## src/rtl/bcd_convert_seq_pkg.sv

```systemverilog
// Shared constants, FSM encoding and helpers for the sequential binary-to-BCD converter.
package bcd_convert_seq_pkg;

    localparam int unsigned BCD_DIGIT_W    = 4;
    localparam int unsigned BCD_ADJ_THRESH = 5;
    localparam int unsigned BCD_ADJ_ADD    = 3;

    localparam logic [1:0] IDLE   = 2'd0;
    localparam logic [1:0] SHIFT  = 2'd1;
    localparam logic [1:0] FINISH = 2'd2;

    // Largest value representable with the given number of decimal digits.
    function automatic longint unsigned bcd_max_value(input int unsigned digits);
        longint unsigned v;
        v = 1;
        for (int unsigned i = 0; i < digits; i++) begin
            v = v * 10;
        end
        return v - 1;
    endfunction

endpackage

```

## src/rtl/bcd_digit_adj.sv

```systemverilog
// Combinational double-dabble adjust stage: one BCD digit, add 3 when the digit is 5 or more.
module bcd_digit_adj
    import bcd_convert_seq_pkg::*;
(
    input  logic [BCD_DIGIT_W-1:0] digit,
    output logic [BCD_DIGIT_W-1:0] adjusted
);

    always_comb begin
        adjusted = digit;
        if (digit >= BCD_DIGIT_W'(BCD_ADJ_THRESH)) begin
            adjusted = digit + BCD_DIGIT_W'(BCD_ADJ_ADD);
        end
    end

endmodule

```

## src/rtl/bcd_convert_seq.sv

```systemverilog
// Sequential shift-add-3 binary-to-BCD converter, one input bit per clock, start/done handshake.
// Optional self-start on input change: define BCD_AUTO_CONVERT_EN.
module bcd_convert_seq
    import bcd_convert_seq_pkg::*;
#(
    parameter int unsigned BIN_W  = 10,
    parameter int unsigned DIGITS = 3
) (
    input  logic                          clk,
    input  logic                          resetn,
    input  logic                          start,
    input  logic [BIN_W-1:0]              bin_in,
    output logic                          busy,
    output logic                          done,
    output logic [BCD_DIGIT_W*DIGITS-1:0] bcd,
    output logic                          ovf
);

    localparam int unsigned ACC_W   = BCD_DIGIT_W * DIGITS;
    localparam int unsigned CNT_W   = $clog2(BIN_W + 1);
    localparam logic [63:0] MAX_VAL = 64'(bcd_max_value(DIGITS));

    logic [1:0]       state;
    logic [BIN_W-1:0] shreg;
    logic [ACC_W-1:0] acc;
    logic [ACC_W-1:0] acc_adj;
    logic [CNT_W-1:0] cnt;
    logic             ovf_cand;
    logic             over;
    logic             go;

    for (genvar g = 0; g < DIGITS; g++) begin : g_adj
        bcd_digit_adj u_adj (
            .digit    (acc[g*BCD_DIGIT_W +: BCD_DIGIT_W]),
            .adjusted (acc_adj[g*BCD_DIGIT_W +: BCD_DIGIT_W])
        );
    end

    assign over = 64'(bin_in) > MAX_VAL;

`ifdef BCD_AUTO_CONVERT_EN
    logic [BIN_W-1:0] last_bin;

    assign go = start || (bin_in != last_bin);

    always_ff @(posedge clk or negedge resetn) begin
        if (!resetn) begin
            last_bin <= '0;
        end else if (state == IDLE && go) begin
            last_bin <= bin_in;
        end
    end
`else
    assign go = start;
`endif

    always_ff @(posedge clk or negedge resetn) begin
        if (!resetn) begin
            state    <= IDLE;
            shreg    <= '0;
            acc      <= '0;
            cnt      <= '0;
            ovf_cand <= 1'b0;
            busy     <= 1'b0;
            done     <= 1'b0;
            bcd      <= '0;
            ovf      <= 1'b0;
        end else begin
            done <= 1'b0;
            case (state)
                IDLE: begin
                    if (go) begin
                        shreg    <= bin_in;
                        acc      <= '0;
                        ovf_cand <= over;
                        cnt      <= CNT_W'(BIN_W);
                        busy     <= 1'b1;
                        state    <= SHIFT;
                    end
                end
                SHIFT: begin
                    // Adjust is applied to the accumulator before the shift; digit carries ride the shift.
                    {acc, shreg} <= {acc_adj, shreg} << 1;
                    cnt          <= cnt - CNT_W'(1);
                    if (cnt == CNT_W'(1)) begin
                        state <= FINISH;
                    end
                end
                FINISH: begin
                    bcd   <= ovf_cand ? {DIGITS{4'd9}} : acc;
                    ovf   <= ovf_cand;
                    done  <= 1'b1;
                    busy  <= 1'b0;
                    state <= IDLE;
                end
                default: state <= IDLE;
            endcase
        end
    end

endmodule
```

## config.mk

```make
export PLATFORM = sky130hd
export DESIGN_NAME = bcd_convert_seq
export DESIGN_NICKNAME = d
export VERILOG_FILES = /design/src/rtl/bcd_convert_seq_pkg.sv /design/src/rtl/bcd_digit_adj.sv /design/src/rtl/bcd_convert_seq.sv
export SDC_FILE = /design/constraint.sdc
export NUM_CORES = 1
export LEC_CHECK = 0
export CORE_MARGIN = 2
export CORE_UTILIZATION = 45
export DETAILED_ROUTE_END_ITERATION = 12
export PLACE_DENSITY = 0.73
export SYNTH_ARGS = -nofsm -noshare
export SYNTH_HDL_FRONTEND = slang
export SYNTH_SLANG_ARGS = --single-unit
```

## constraint.sdc

```tcl
create_clock -name clk -period 1.9 [get_ports clk]
set_input_delay 0.19 -clock clk [delete_from_list [all_inputs] [get_ports clk]]
set_output_delay 0.19 -clock clk [all_outputs]
set_load 0.01 [all_outputs]
```

# == After elaboration in Yosys (flattened, before gate mapping) ==
# Cells that the tools add are included.
# totals
elab_cells,45
regBits,44
input_bits,13
# op_classes
n_lt_le_gt_ge,4
eq_ne,5
reduce_logical,7
n_mux,16
n_addsub,4
# ops
op,count
$mux 12,2
$pmux 12 s2,1
$pmux 10 s2,1
$ge 4x3->1 const B,3
$mux 4,3
$gt 10x10->1 const B,1
$mux 10,1
$add 4x2->4 const B,2
$pmux 4 s2,1
$reduce_and 2->1,4
$eq 4x1->1 const B,1
$mux 2,2
$ne 2x2->1 const B,2
$pmux 2 s2,1
$reduce_bool 2->1,2
$sub 4x1->4 const B,1
$add 3x2->3 const B,1
$mux 3,1
$eq 2x1->1 const B,1
$eq 2x2->1 const B,1
$logic_not 2->1,1
$mux 1,2
$pmux 1 s2,1

# == Longest topological paths before layout ==
# Gate-level depths: netlist of the first run.
# logic_depth
depth_word,3
mapped_depth,5
ltp_nobuf,5

# == Hierarchy ==
# From an unflattened synthesis of the first run, not the netlist that was laid out.
# unflattened
hier_cells,214
hier_area_um2,2109.5
# modules_own_cells
module,cells_per_inst,area_per_inst_um2,instances
bcd_convert_seq,166,1805.5,1
bcd_digit_adj,16,101.3,3

# == Worst setup path after synthesis of the first run ==
# No wires, ideal clock.
# synth_path
kind,register to register
from,register acc[4]
to,register acc[6]
setup_ps,116
stages_incl_launch_ff,6
t_required_ps,1784
path_buffers,0
setup_slack_ps,533
arrival_ps,1251
path_cell_list,dfrtp_1 > inv_1 > ha_1 > nor2b_1 > o21a_1 > o311ai_0
# synth_between
elab_chain_len,3
elab_cells_between_ends,4
classes_between,add/sub: 1; order compare: 1; mux: 2
# synth_lines
element,line,rtl
start: declaration,bcd_convert_seq.sv:25,logic [ACC_W-1:0] acc;
start signal: assignment,bcd_convert_seq.sv:83,"{acc, shreg} <= {acc_adj, shreg} << 1;"
$add 4x2->4 or $ge 4x3->1 (tied branches),"bcd_digit_adj.sv:12, bcd_digit_adj.sv:11",
$mux 4 (*),bcd_digit_adj.sv:11,if (digit >= BCD_DIGIT_W'(BCD_ADJ_THRESH)) begin
$pmux 12 s2 (*),bcd_convert_seq.sv:70,case (state)
# Every way passes the cells marked *; elsewhere a longest branch is shown, timed or not.
# A chain may end at the register's enable or synchronous reset.

# == Worst setup path in the final report of the first run ==
# layout_path
from,register acc[0]
to,register acc[2]
# The elaborated chain is that of the path after synthesis.

==> results of run 1 <==
==> placed cells by master (no fill, tap or decap), types with 5 or more instances in the layout <==
master and count:
inv_1 16, clkbuf_8 5, nor2_1 13, clkdlybuf4s50_1 26
buf_4 9, nand2_1 38, a31oi_1 7, dfrtp_1 44
nor2b_1 5, ha_1 8, o31ai_1 9, o2111ai_1 6
o21ai_0 15
==> stage by stage <==
stage | setup slack, ns | total power [mW] | std cells | util, % | area (um2)
finish | 0.329 | 3.86 | 300 | 54.9 | 2580
global route | 0.148 | 4.17 | 300 | 54.9 | 2580
CTS | 0.315 | 3.89 | 300 | 54.9 | 2580
detailed placement | 0.296 | 3.31 | 292 | 53.0 | 2490
global placement | 0.374 | 3.24 | 292 | 53.0 | 2490
floorplan | 0.533 | 2.81 | 213 | - | 2190
==> sequential cells by signal, summed over array words and instances, names as in the netlist <==
name,flops
acc,12
bcd,12
shreg,10
cnt,4
state,2
busy,1
done,1
ovf,1
ovf_cand,1
==> cells by family after synthesis <==
kind of cell	share of synthesized area, %
flops	50.3
simple gates	13.8
buf+inv	8.35
mux	0.515
compound gates	21.7
xor+xnor	0.801
fa+ha+maj	4.57
==> path summary, 6_finish.rpt <==
kind | startpoint | end | slack [ns] | depth (start not counted)
hold reg to reg | bcd[7]$_DFFE_PN0P_ | bcd[7]$_DFFE_PN0P_ | 0.48 | 2
min in group clk | bin_in[1] | shreg[1]$_DFFE_PN0P_ | 0.44 | 3
setup / recovery | acc[0]$_DFFE_PN0P_ | acc[2]$_DFFE_PN0P_ | 0.33 | 5
max in group asynchronous | resetn | acc[11]$_DFFE_PN0P_ | 1.29 | 3
setup reg to reg | acc[0]$_DFFE_PN0P_ | acc[2]$_DFFE_PN0P_ | 0.33 | 5
hold / removal | resetn | bcd[10]$_DFFE_PN0P_ | 0.39 | 3
==> worst max-delay path: cells and delay by family, from the launching register on <==
kind / cells / cell delay [ns]
AO/OA/AOI/OAI: 2 / 0.54
adder cells (fa/ha/maj): 1 / 0.23
buffers and inverters: 1 / 0.10
flip-flops: 1 / 0.42
AND/OR/NAND/NOR: 1 / 0.16
==> timing repair <==
action                                  CTS  global route
hold buffers                              1             0
gates resized for setup                   0             0
hold endpoints to repair                 44             0
endpoints found under the setup margin    0             0
==> power groups by stage <==
stage | clock network [mW] | logic [mW] | registers [mW]
3_3_place_gp | 0 | 1.66 | 1.58
2_1_floorplan | 0 | 1.23 | 1.58
3_5_place_dp | 0 | 1.71 | 1.60
5_1_grt | 0.624 | 1.92 | 1.63
4_1_cts | 0.588 | 1.72 | 1.58
6_report | 0.568 | 1.71 | 1.58
==> routing by layer <==
metal,up-vias,routed length (um),global-route usage [%]
li1,816,-,-
met1,778,2030,23.0
met2,41,1860,26.3
met3,8,179,4.53
met4,0,99,7.88
met5,-,0,0
==> layout make-up <==
| cell class | instances | area share [%] |
|---|---|---|
| clock buffers | 5 | 2.67 |
| well taps | 54 | 2.62 |
| clock inverters | 2 | 0.485 |
| multi-input cells | 141 | 35.1 |
| flip-flops and latches | 44 | 42.7 |
| repair buffers | 38 | 14.1 |
| inverters | 16 | 2.33 |
==> impl_metrics.tcl, run 1 <==
set metrics [dict create \
    drt_wl_total_mm 4.17 \
    grt_pass1_vias 1478 \
    nFillCells 434 \
    yosysWarningCount 0 \
    synth_common_cells "dfrtp_1 (44), nand2_1 (38), inv_1 (16)" \
    dieArea_um2 5440 \
    combPwrFrac_pct 44.2 \
    crit_type "reg -> reg" \
    clock-sinks 44 \
    avgRoutedWirePerCell_um 13.9 \
    numCtsBuffers 5 \
    synth_area_leaders "dfrtp_1 (50%), nand2_1 (6.5%), ha_1 (4.6%)" \
    hp-class "in -> async" \
    grt_use_total_pct 17.2 \
    netlist_area_um2 2190 \
    rows 25 \
    grt_max_degree 45 \
    worstMarginPinSlew_ns 0.464 \
    drive_gt1_share_pct 10.6 \
    htree_levels 2 \
    synth-edff-count 0 \
    cp.arrival_ns 1.75 \
    portBuffers 27 \
    switchingPower_mw 1.49 \
    antenna_cells 0 \
    clockBufferDepth 2 \
    cts_tree "done" \
    drt_pre_antenna_iters 4 \
    slew_headroom_pct 69.0 \
    ant_nets 0 \
    cpPeakStageDelay_ns 0.42 \
    gp_congestion 0.822 \
    register_area_um2 1100 \
    finalSetupViolCount 0 \
    swShare_pct 38.6 \
    drv_cap 0 \
    fmaxAchievable_ghz 0.637 \
    start_kind "flip-flop" \
    synth_cell_types 39 \
    dieHeight_um 73.7 \
    setup.worst_path.end_class "flip-flop" \
    insertion_delay_ns 0.31 \
    yosysTopAreaCell "dfrtp_1" \
    p_seq_share_pct 41.0 \
    cellPowerDensity_nw_per_um2 1500 \
    layout.nets 267 \
    routed_via_density 5.48 \
    cts_setup_buffers 0 \
    dp_hpwl_mm 2.96 \
    syn_inst 213 \
    synth_ff_type "dfrtp_1" \
    route.vias.total 1643 \
    cts_root_buffer "clkbuf_8" \
    clkTransAtPathRegs_ns 0.08 \
    cp_max_fo 5 \
    post-route-period-util_pct 82.7 \
    leakage_nw 1.13 \
    grt_pass1_wl_mm 6.98 \
    drtIter0Drc 70 \
    die_w_um 73.7 \
    path_cells "inv_1 > ha_1 > nor2b_1 > o21a_1 > o311ai_0" \
    initial_core_util_pct 46.6 \
    yosys.area.top_type_share_pct 50.3 \
    period_minus_slack_ns 1.57 \
    cp_slowest_cell "dfrtp_1" \
    slew_viol_final 0 \
    ys_seq_area_share_pct 50.3 \
    whs_ns 0.387 \
    ir_drop_v 0.000561 \
    grt_remaining_overflow 0 \
    synth_seq_cells 44 \
    cp_data_required_time_ns 2.08 \
    antenna_found_initial 0 \
    skew_ns 0.00918 \
    syn_avg_cell_area_um2 10.3 \
    drc 0 \
    internal_power_mw 2.37 \
    core_um2 4690 \
    ys_async_sr_fraction_pct 100 \
    area_growth_syn_to_layout_pct 17.8 \
    clockPowerShare_pct 14.7 \
    rsz0062_at_grt "false" \
    syn_nets 234 \
    multi_input_area_um2 905 \
    tns_ns 0 \
    outcome "finished, final reports clean" \
    synth.most_common_cell "dfrtp_1" \
    hold_violations 0 \
    ios 28 \
]
Note: power is estimated with default switching activity, not from simulation.
==> run 2, diff against run 1 <==
==> constraint.sdc (replaced) <==
create_clock -name clk -period 1.5 [get_ports clk]
set_input_delay 0.15 -clock clk [delete_from_list [all_inputs] [get_ports clk]]
set_output_delay 0.15 -clock clk [all_outputs]
set_load 0.01 [all_outputs]
==> impl_metrics.tcl, run 2 (synthesis gave the netlist of run 1 again) <==
set metrics [dict create \
    gp_congestion 0.845 \
    tns_ns 0 \
    dp_hpwl_mm 2.96 \
    grt_remaining_overflow 0 \
    initial_core_util_pct 46.6 \
    drtIter0Drc 74 \
    grt_pass1_wl_mm 7.07 \
    r2r-start "acc[5]$_DFFE_PN0P_" \
    start_kind "flip-flop" \
    leakage_nw 1.16 \
    routed_via_density 5.38 \
    grt_max_degree 26 \
    ios 28 \
    switchingPower_mw 1.88 \
    cp.arrival_ns 1.60 \
    final_common_cell "dfrtp_1" \
    r2r_cells 5 \
    clockPowerShare_pct 14.0 \
    cts_root_buffer "clkbuf_8" \
    grt_use_total_pct 16.7 \
    ant_nets 0 \
    drt_wl_total_mm 4.09 \
    reg_top3 "acc: 12 flops, bcd: 12 flops, shreg: 10 flops" \
    htree_levels 2 \
    skew_ns 0.00307 \
    post-route-period-util_pct 95.5 \
    period_minus_slack_ns 1.43 \
    fin_ws_ns 0.0676 \
    swShare_pct 37.8 \
    r2r_slack_ns 0.07 \
    clockBufferDepth 2 \
    place_area_um2 2540 \
    combPwrFrac_pct 46.3 \
    critPathCapture "acc[5]$_DFFE_PN0P_" \
    cts_tree "done" \
    clock-sinks 44 \
    avgRoutedWirePerCell_um 13.4 \
    cp_data_required_time_ns 1.67 \
    post-place-ws_ns -0.0145 \
    ir_drop_v 0.000959 \
    cts_setup_buffers 0 \
    numCtsBuffers 5 \
    die_w_um 73.7 \
    antenna_found_initial 0 \
    slew_viol_final 0 \
    final_cell_mix "dfrtp_1 (44), nand2_1 (38), clkdlybuf4s50_1 (26)" \
    portBuffers 27 \
    finalSetupViolCount 0 \
    crit_type "reg -> reg" \
    route.vias.total 1642 \
    hold_violations 0 \
    crit_start "acc[5]$_DFFE_PN0P_" \
    drive_gt1_share_pct 12.4 \
    hp-class "in -> async" \
    insertion_delay_ns 0.29 \
    internal_power_mw 3.09 \
    core_um2 4690 \
    cellPowerDensity_nw_per_um2 1890 \
    rows 25 \
    drv_cap 0 \
    drc 0 \
    outcome "finished, final reports clean" \
    layout.nets 272 \
    rsz0062_at_grt "true" \
    drt_pre_antenna_iters 4 \
    reg2reg_to "acc[5]$_DFFE_PN0P_" \
    worstMarginPinSlew_ns 0.455 \
    clkTransAtPathRegs_ns 0.08 \
    area_growth_syn_to_layout_pct 20.0 \
    antenna_cells 0 \
    dieHeight_um 73.7 \
    slew_headroom_pct 69.7 \
    cp_max_fo 4 \
    grt_pass1_vias 1574 \
    setup.worst_path.end_class "flip-flop" \
    fmaxAchievable_ghz 0.698 \
    stdcell_area_um2 2630 \
    p_seq_share_pct 39.6 \
    dieArea_um2 5440 \
]
run 2: worst max-delay path: stages (launching register included):
cell and delay (ns):
dfrtp_1 0.39, inv_1 0.14, ha_1 0.20, nor2b_1 0.24
o21a_1 0.23, o221ai_2 0.11
run 2: area by class of cell:
type / count / area [um2]
Clock inverter: 1 / 5.00
Fill cell: 435 / 2070
Sequential cell: 44 / 1100
Tap cell: 54 / 67.6
Clock buffer: 6 / 72.6
Inverter: 16 / 60.1
Multi-Input combinational cell: 141 / 907
Timing Repair Buffer: 43 / 413
run 2: layer usage:
metal | wire length (um) | vias to the layer above | GRT usage (%)
met5 | 0 | - | 0
met4 | 40 | 0 | 5.45
met3 | 144 | 5 | 3.70
met2 | 1840 | 41 | 26.5
li1 | - | 821 | -
met1 | 2070 | 775 | 22.6
run 2: how the worst min path moves through the flow:
stage               startpoint             endpoint  cells after the start
floorplan               resetn   acc[0]$_DFFE_PN0P_                      0
global placement        resetn       done$_DFF_PN0_                      1
detailed placement      resetn       done$_DFF_PN0_                      1
CTS                     resetn       done$_DFF_PN0_                      2
global route            resetn   bcd[5]$_DFFE_PN0P_                      2
finish                  resetn  bcd[10]$_DFFE_PN0P_                      2
run 2: timing repair:
action	4_1_cts	5_1_grt
hold buffers	1	0
endpoints found under the hold margin	19	0
setup endpoints to repair	0	6
gates resized for setup	0	4
run 2: through the flow:
| stage | total power, mW | hold slack, ns | std cells | utilization [%] |
|---|---|---|---|---|
| final | 4.97 | 0.337 | 305 | 56.0 |
| after global routing | 5.37 | 0.382 | 305 | 56.0 |
| after CTS | 4.97 | 0.347 | 305 | 55.9 |
| after detailed placement | 4.28 | 0.128 | 297 | 54.1 |
| after global placement | 4.21 | 0.125 | 297 | 54.1 |
| after floorplan | 3.56 | -0.146 | 213 | - |
run 2: power by group through the flow:
stage                     clock network [mW]  logic, mW  registers (mW)
after floorplan                            0       1.56            2.00
after global placement                     0       2.23            1.98
after detailed placement                   0       2.28            1.99
after CTS                              0.714       2.29            1.97
after global routing                   0.756       2.58            2.03
final                                  0.698       2.30            1.97
